[src/rtl/ko_sequencer.sv]
// ko_sequencer: KO banner overlay sequencer (slide, blink, hold, wait).
// Define KO_SLIDE_EN to build the slide-in of the banner from START_Y.
module ko_sequencer #(
  parameter logic [9:0] FINAL_X      = 10'd180,
  parameter logic [9:0] FINAL_Y      = 10'd80,
  parameter logic [9:0] START_Y      = 10'd0,
  parameter logic [9:0] SLIDE_STEP   = 10'd8,
  parameter logic [7:0] BLINK_FRAMES = 8'd8,
  parameter logic [7:0] BLINK_COUNT  = 8'd3,
  parameter logic [7:0] HOLD_FRAMES  = 8'd120
) (
  input  logic       Clk,
  input  logic       Reset,
  input  logic       frame_clk,
  input  logic       ko_trigger,
  input  logic       restart,
  output logic       exist_ko,
  output logic [9:0] ko_x,
  output logic [9:0] ko_y,
  output logic       busy,
  output logic       round_done,
  output logic [2:0] state
);

  typedef enum logic [2:0] {
    IDLE  = 3'd0,
    SLIDE = 3'd1,
    BLINK = 3'd2,
    HOLD  = 3'd3,
    WAIT  = 3'd4
  } st_e;

  st_e        st;
  logic       s0;
  logic       s1;
  logic       tick;
  logic [7:0] frm_cnt;
  logic [7:0] blk_cnt;

`ifdef KO_SLIDE_EN
  localparam logic [9:0] Y_RST = START_Y;
  localparam st_e        ST_GO = SLIDE;

  logic [10:0] y_sum;
  assign y_sum = {1'b0, ko_y} + {1'b0, SLIDE_STEP};
`else
  localparam logic [9:0] Y_RST = FINAL_Y;
  localparam st_e        ST_GO = BLINK;

  logic unused_cfg;
  assign unused_cfg = ^{START_Y, SLIDE_STEP};
`endif

  assign tick  = s0 & ~s1;
  assign state = st;

  always_ff @(posedge Clk) begin
    ko_x       <= FINAL_X;
    round_done <= 1'b0;
    if (Reset) begin
      s0 <= 1'b0;
      s1 <= 1'b0;
    end else begin
      s0 <= frame_clk;
      s1 <= s0;
    end
    // restart shares the reset path and wins over trigger and tick
    if (Reset || restart) begin
      st       <= IDLE;
      exist_ko <= 1'b0;
      busy     <= 1'b0;
      ko_y     <= Y_RST;
      frm_cnt  <= 8'd0;
      blk_cnt  <= 8'd0;
    end else begin
      unique case (st)
        IDLE: if (ko_trigger) begin
          st       <= ST_GO;
          exist_ko <= 1'b1;
          busy     <= 1'b1;
          ko_y     <= Y_RST;
          frm_cnt  <= 8'd0;
          blk_cnt  <= 8'd0;
        end
`ifdef KO_SLIDE_EN
        SLIDE: if (tick) begin
          if (y_sum >= {1'b0, FINAL_Y}) begin
            ko_y    <= FINAL_Y;
            st      <= BLINK;
            frm_cnt <= 8'd0;
            blk_cnt <= 8'd0;
          end else begin
            ko_y <= y_sum[9:0];
          end
        end
`endif
        BLINK: if (tick) begin
          if (frm_cnt == BLINK_FRAMES - 8'd1) begin
            frm_cnt <= 8'd0;
            if (exist_ko) begin
              exist_ko <= 1'b0;
            end else if (blk_cnt == BLINK_COUNT - 8'd1) begin
              exist_ko <= 1'b1;
              blk_cnt  <= 8'd0;
              st       <= HOLD;
            end else begin
              exist_ko <= 1'b1;
              blk_cnt  <= blk_cnt + 8'd1;
            end
          end else begin
            frm_cnt <= frm_cnt + 8'd1;
          end
        end
        HOLD: if (tick) begin
          if (frm_cnt == HOLD_FRAMES - 8'd1) begin
            frm_cnt    <= 8'd0;
            st         <= WAIT;
            busy       <= 1'b0;
            round_done <= 1'b1;
          end else begin
            frm_cnt <= frm_cnt + 8'd1;
          end
        end
        WAIT: st <= WAIT;
        default: st <= IDLE;
      endcase
    end
  end

endmodule

[config.mk]
export PLATFORM = sky130hd
export DESIGN_NAME = ko_sequencer
export DESIGN_NICKNAME = d
export VERILOG_FILES = /design/src/rtl/ko_sequencer.sv
export SDC_FILE = /design/constraint.sdc
export NUM_CORES = 1
export LEC_CHECK = 0
export ABC_AREA = 1
export BUFFER_PORTS_ARGS = -buffer_cell sky130_fd_sc_hd__clkbuf_2
export CAP_MARGIN = 0
export CELL_PAD_IN_SITES_DETAIL_PLACEMENT = 1
export CELL_PAD_IN_SITES_GLOBAL_PLACEMENT = 1
export CORE_UTILIZATION = 34
export CTS_CLUSTER_SIZE = 24
export DETAILED_ROUTE_END_ITERATION = 7
export HOLD_SLACK_MARGIN = 0.05
export PLACE_DENSITY = 0.81
export SYNTH_ARGS = -nofsm -noshare
export SYNTH_HDL_FRONTEND = slang
export SYNTH_SLANG_ARGS = --single-unit
export TNS_END_PERCENT = 30
[constraint.sdc]
create_clock -name Clk -period 1.4 [get_ports Clk]
set_input_delay 0.28 -clock Clk [delete_from_list [all_inputs] [get_ports Clk]]
set_output_delay 0.28 -clock Clk [all_outputs]
set_load 0.005 [all_outputs]
-- Word level (Yosys, flattened, before mapping)
Cells that the tools add are included.
- add/sub/neg operators: 2
- multiplexer cells: 28
- reductions and logical operators: 11
- eq/ne operators: 13
- bitwise gates (word level): 4
- operators by type and width (cell ; count):
    8-bit two-way mux ; 9
    8-bit one-hot mux with 3 select lines ; 1
    3-bit two-way mux ; 7
    8-bit by 1-bit adder with 8-bit output (second input constant) ; 2
    8-bit one-hot mux with 2 select lines ; 1
    2-bit inequality test (second input constant) ; 7
    3-bit one-hot mux with 4 select lines ; 1
    4-bit AND reduction ; 3
    8-bit by 2-bit == test with 1-bit output (second input constant) ; 1
    8-bit by 3-bit == test with 1-bit output (second input constant) ; 1
    8-bit by 7-bit == test with 1-bit output (second input constant) ; 1
    1-bit two-way mux ; 7
    7-bit AND reduction ; 1
    3-bit by 2-bit == test with 1-bit output (second input constant) ; 2
    5-bit AND reduction ; 1
    1-bit one-hot mux with 2 select lines ; 2
    2-bit nonzero test ; 2
    3-bit == test (second input constant) ; 1
    3-bit logical NOT ; 1
    1-bit inverter ; 3
    3-bit nonzero test ; 1
    3-bit OR reduction ; 1
    1-bit AND ; 1
    1-bit logical OR ; 1
- input bits: 5
- output and inout port bits: 26
- logic and storage cells: 66
- bits in registers: 24

-- Logic depth before layout (Yosys ltp)
- word-level depth: 6
- depth in mapped cells: 12
- depth with buffers taken out: 12

-- Worst setup path before layout
Ideal clock, no wire load.
- path type: reg2reg
- start point: register frm_cnt[0]
- end point: register blk_cnt[0]
- path buffers: 1
- setup slack: -0.114 ns
- arrival: 1.397 ns
- data required time: 1.283 ns
- stages on the path, launching flop included: 10
- path through: dfxtp_1 -> ha_1 -> nand2_2 -> clkinv_2 -> nand2_1 -> o21ai_0 -> nand2_2 -> buf_6 -> o21ai_0 -> nor2_1
- cells in the longest elaborated chain, start to end: 3
- ends and longest elaborated chain (what ; RTL line ; RTL):
    start, declared ; 37 ; logic [7:0] frm_cnt;
    start signal, assigned ; 111 ; frm_cnt <= frm_cnt + 8'd1;
    start signal, assigned ; 121 ; frm_cnt <= frm_cnt + 8'd1;
    8-bit by 3-bit == test with 1-bit output ; 98 ; if (frm_cnt == BLINK_FRAMES - 8'd1) begin
    2-bit inequality test (no source line) ; - ;
    5-bit AND reduction (no source line) ; - ;
    end signal, assigned ; 108 ; blk_cnt <= blk_cnt + 8'd1;
    end, declared ; 38 ; logic [7:0] blk_cnt;
No other way between the ends.
A chain may end at the register's enable or synchronous reset.

-- Worst setup path after layout
- start point: register st[0] (netlist: state[0])
- end point: register blk_cnt[5]
- cells in the longest elaborated chain, start to end: 3
- elaborated cells between the ends (all ways): 9
- those cells by class: 5 x eq/ne; 1 x mux; 3 x reduce/logical
- ends and longest elaborated chain (what ; RTL line ; RTL):
    start, declared ; 33 ; st_e st;
    start signal, assigned ; 69 ; st <= IDLE;
    start signal, assigned ; 78 ; st <= ST_GO;
    start signal, assigned ; 105 ; st <= HOLD;
    3-bit by 2-bit == test with 1-bit output / 3-bit logical NOT (equally long branches) ; 76 ; unique case (st)
    2-bit inequality test (no source line) / 2-bit nonzero test (equally long branches) ; - ;
    5-bit AND reduction (no source line) ; - ;
Parallel ways exist; a longest one is shown, timed or not.

==> results_dict.tcl <==
set metrics [dict create \
    maxCapViolations 0 \
    ys_ff_latch 24 \
    rows 23 \
    grtUsageMet3_pct 3.45 \
    r2r-end "blk_cnt[5]" \
    clock_sinks 24 \
    wl_per_cell_um 16.9 \
    gr-usage-met2_pct 45.8 \
    dieArea_um2 4740 \
    end_kind "flop" \
    drc_errors 0 \
    fin_crit_ps 1510 \
    yosysWarningCount 0 \
    grtUsageMet1_pct 24.6 \
    ys_types 27 \
    fill_cells 551 \
    ant_nets 0 \
    post-route-period-util_pct 108 \
    start_util_pct 36.7 \
    outcome "finished with violations" \
    cpPeakStageDelay_ps 360 \
    first_pass_iters 4 \
    cts-root-buf "clkbuf_8" \
    seq_area_um2 497 \
    hold_depth 2 \
    grt_pass1_wl_mm 7.98 \
    tns_ps -925 \
    vias_per_cell 5.08 \
    vias 1711 \
    crit_path_start_kind "flop" \
    rr_startpoint "state[0]" \
    avgSynthCellArea_um2 6.41 \
    r2r_cells 7 \
    critical_path_class "flop to flop" \
    maxSlewViolCount 0 \
    setup_ws_ps -112 \
    die_y_um 68.9 \
    drt-total-wl_mm 5.69 \
    critPathMaxFanout 6 \
    grt_usage_pct 23.1 \
    portBuffers 10 \
    h-tree-depth 1 \
    worstPathRequired_ps 1600 \
    endpoint "blk_cnt[5]" \
    hp-class "input port to flop" \
    crit_family "simple AND/OR/NAND/NOR gates" \
    ys_seq_area_share_pct 31.6 \
    leakagePower_nw 0.948 \
    cts_made_buffers 3 \
    whs_ps 190 \
    arrival_ps 1710 \
    antenna_found_initial 0 \
    rsz0062_at_grt "true" \
    clk_pin_slew_ps 90 \
    power_density_nw_per_um2 775 \
    cp_slowest_cell "dfxtp_2" \
    grt_pass1_vias 1733 \
    cp_num_buf_inv 3 \
    cts_tree "built" \
    hold_viol_final 0 \
    setup_viol 20 \
    routabilityCongestion 0.793 \
    fmax_ghz 0.661 \
    min_from "Reset" \
    fin_skew_ps 8.02 \
    syn_inst 237 \
    grt.busiest_layer "met2" \
    antennaDiodeCount 0 \
    rrSetupSlack_ps -110 \
    grt_start_max_net_pins 15 \
    worstPathCellList "buf_6 -> nor2_4 -> buf_4 -> inv_1 -> nor2_1 -> nand2_1 -> a21oi_1" \
    area_growth_pct 43.7 \
    gr-total-overflow 0 \
    vdd.ir_drop.worst_mv 0.731 \
    failed_checks "negative setup slack" \
    core-area_um2 4140 \
    critPathLaunch "state[0]" \
    cts_buffer_depth 2 \
    ctsHoldBuffers 0 \
    die_x_um 68.9 \
    drt_iter0_markers 53 \
    final_nets 296 \
    syn-cell-area_um2 1520 \
    clk_latency_ps 270 \
    worst-path-stages 7 \
    multiInputGateArea_um2 1050 \
    ios 31 \
    drive_gt1_share_pct 40.4 \
    dpl_worst_slack_ps -211 \
    place_hpwl_mm 3.16 \
]
-- cells in the mapped netlist --
master / instances / area [um^2]
buf_4: 20 / 150
nand2_1: 58 / 218
inv_1: 27 / 101
clkbuf_1: 1 / 3.75
buf_6: 1 / 11.3
o21bai_1: 1 / 7.51
nor3b_1: 2 / 15.0
o21ai_0: 11 / 55.1
conb_1: 2 / 7.51
nor3_1: 4 / 20.0
or2_0: 1 / 6.26
nor2_4: 1 / 11.3
a21oi_1: 17 / 85.1
nand2_4: 1 / 11.3
clkinv_2: 1 / 5.00
nand2_2: 5 / 31.3
ha_1: 3 / 37.5
nor2_1: 28 / 105
inv_2: 4 / 15.0
nor2_2: 1 / 6.26
o21ai_2: 2 / 17.5
dfxtp_1: 24 / 480
or2_2: 1 / 6.26
o21ai_1: 1 / 5.00
nand3_1: 16 / 80.1
a31o_2: 1 / 8.76
nand4_1: 3 / 18.8
-- metrics by stage --
stage                     std cells  total power, mW  instance area (um^2)  utilization [%]
after floorplan                 255            0.904                  1590                -
after global placement          319            0.939                  1730             41.8
after detailed placement        319            0.948                  1730             41.8
after CTS                       330             1.64                  2000             48.2
after global routing            337             1.77                  2180             52.7
final                           337             1.69                  2180             52.7
-- state kept, by name (all words and copies together) (netlist names) --
signal / cells
blk_cnt: 8
busy: 1
exist_ko: 1
frm_cnt: 8
round_done: 1
s0: 1
s1: 1
state: 3
-- final cells by class --
| class | count | area share [%] |
|---|---|---|
| clock buffer | 3 | 1.89 |
| clock inverter | 1 | 1.37 |
| inverter | 32 | 6.76 |
| multi-input combinational | 179 | 48.1 |
| sequential | 24 | 22.7 |
| tap | 50 | 2.86 |
| timing repair buffer | 47 | 15.9 |
| timing repair inverter | 1 | 0.401 |
-- layer usage --
metal / wire (um) / vias up
li1: - / 812
met1: 2170 / 842
met2: 3180 / 41
met3: 159 / 16
met4: 170 / 0
met5: 0 / -
-- how the worst min path moves through the flow --
stage	end	slack, ps
after CTS	s0	190
final	s0	190
after global routing	s0	180
after global placement	busy	440
after detailed placement	busy	440
after floorplan	s0	350
-- cells in the final DEF (no fill, tap or decap), types with 7 or more instances in the layout --
| cell type | count |
|---|---|
| nand2_4 | 7 |
| buf_4 | 32 |
| inv_1 | 25 |
| nand2_2 | 12 |
| clkbuf_2 | 10 |
| o21ai_0 | 7 |
| nand2_1 | 46 |
| dfxtp_1 | 17 |
| nand3_1 | 13 |
| a21oi_1 | 14 |
| nor2_1 | 21 |
| conb_1 | 20 |
-- worst register-to-register path, cell delays in order (launching register included) --
cell and delay [ps]:
dfxtp_2 360, buf_6 140, nor2_4 210, buf_4 170
inv_1 120, nor2_1 210, nand2_1 110, a21oi_1 120
-- report_power, final --
group	internal, mW	switching (mW)
Clock	0.382	0.228
Combinational	0.143	0.230
Sequential	0.693	0.0167
Total	1.22	0.475
-- logic make-up (layout without fill, tap and decap cells) --
family	after synthesis	in the layout	synth area share [%]
AO/OA/AOI/OAI	33	33	11.8
AND/OR/NAND/NOR	121	123	34.8
adder cells (fa/ha/maj)	3	3	2.47
flip-flops	24	24	31.6
buffers and inverters	54	84	18.8
other	2	20	0.494
-- what timing repair did --
item                                    4_1_cts  5_1_grt
gates resized for setup                      41       39
endpoints found under the setup margin       22       22
pin swaps                                     7       17
cloned                                        1        2
setup buffers                                 6        5
Power figures use the tool's default switching activity.
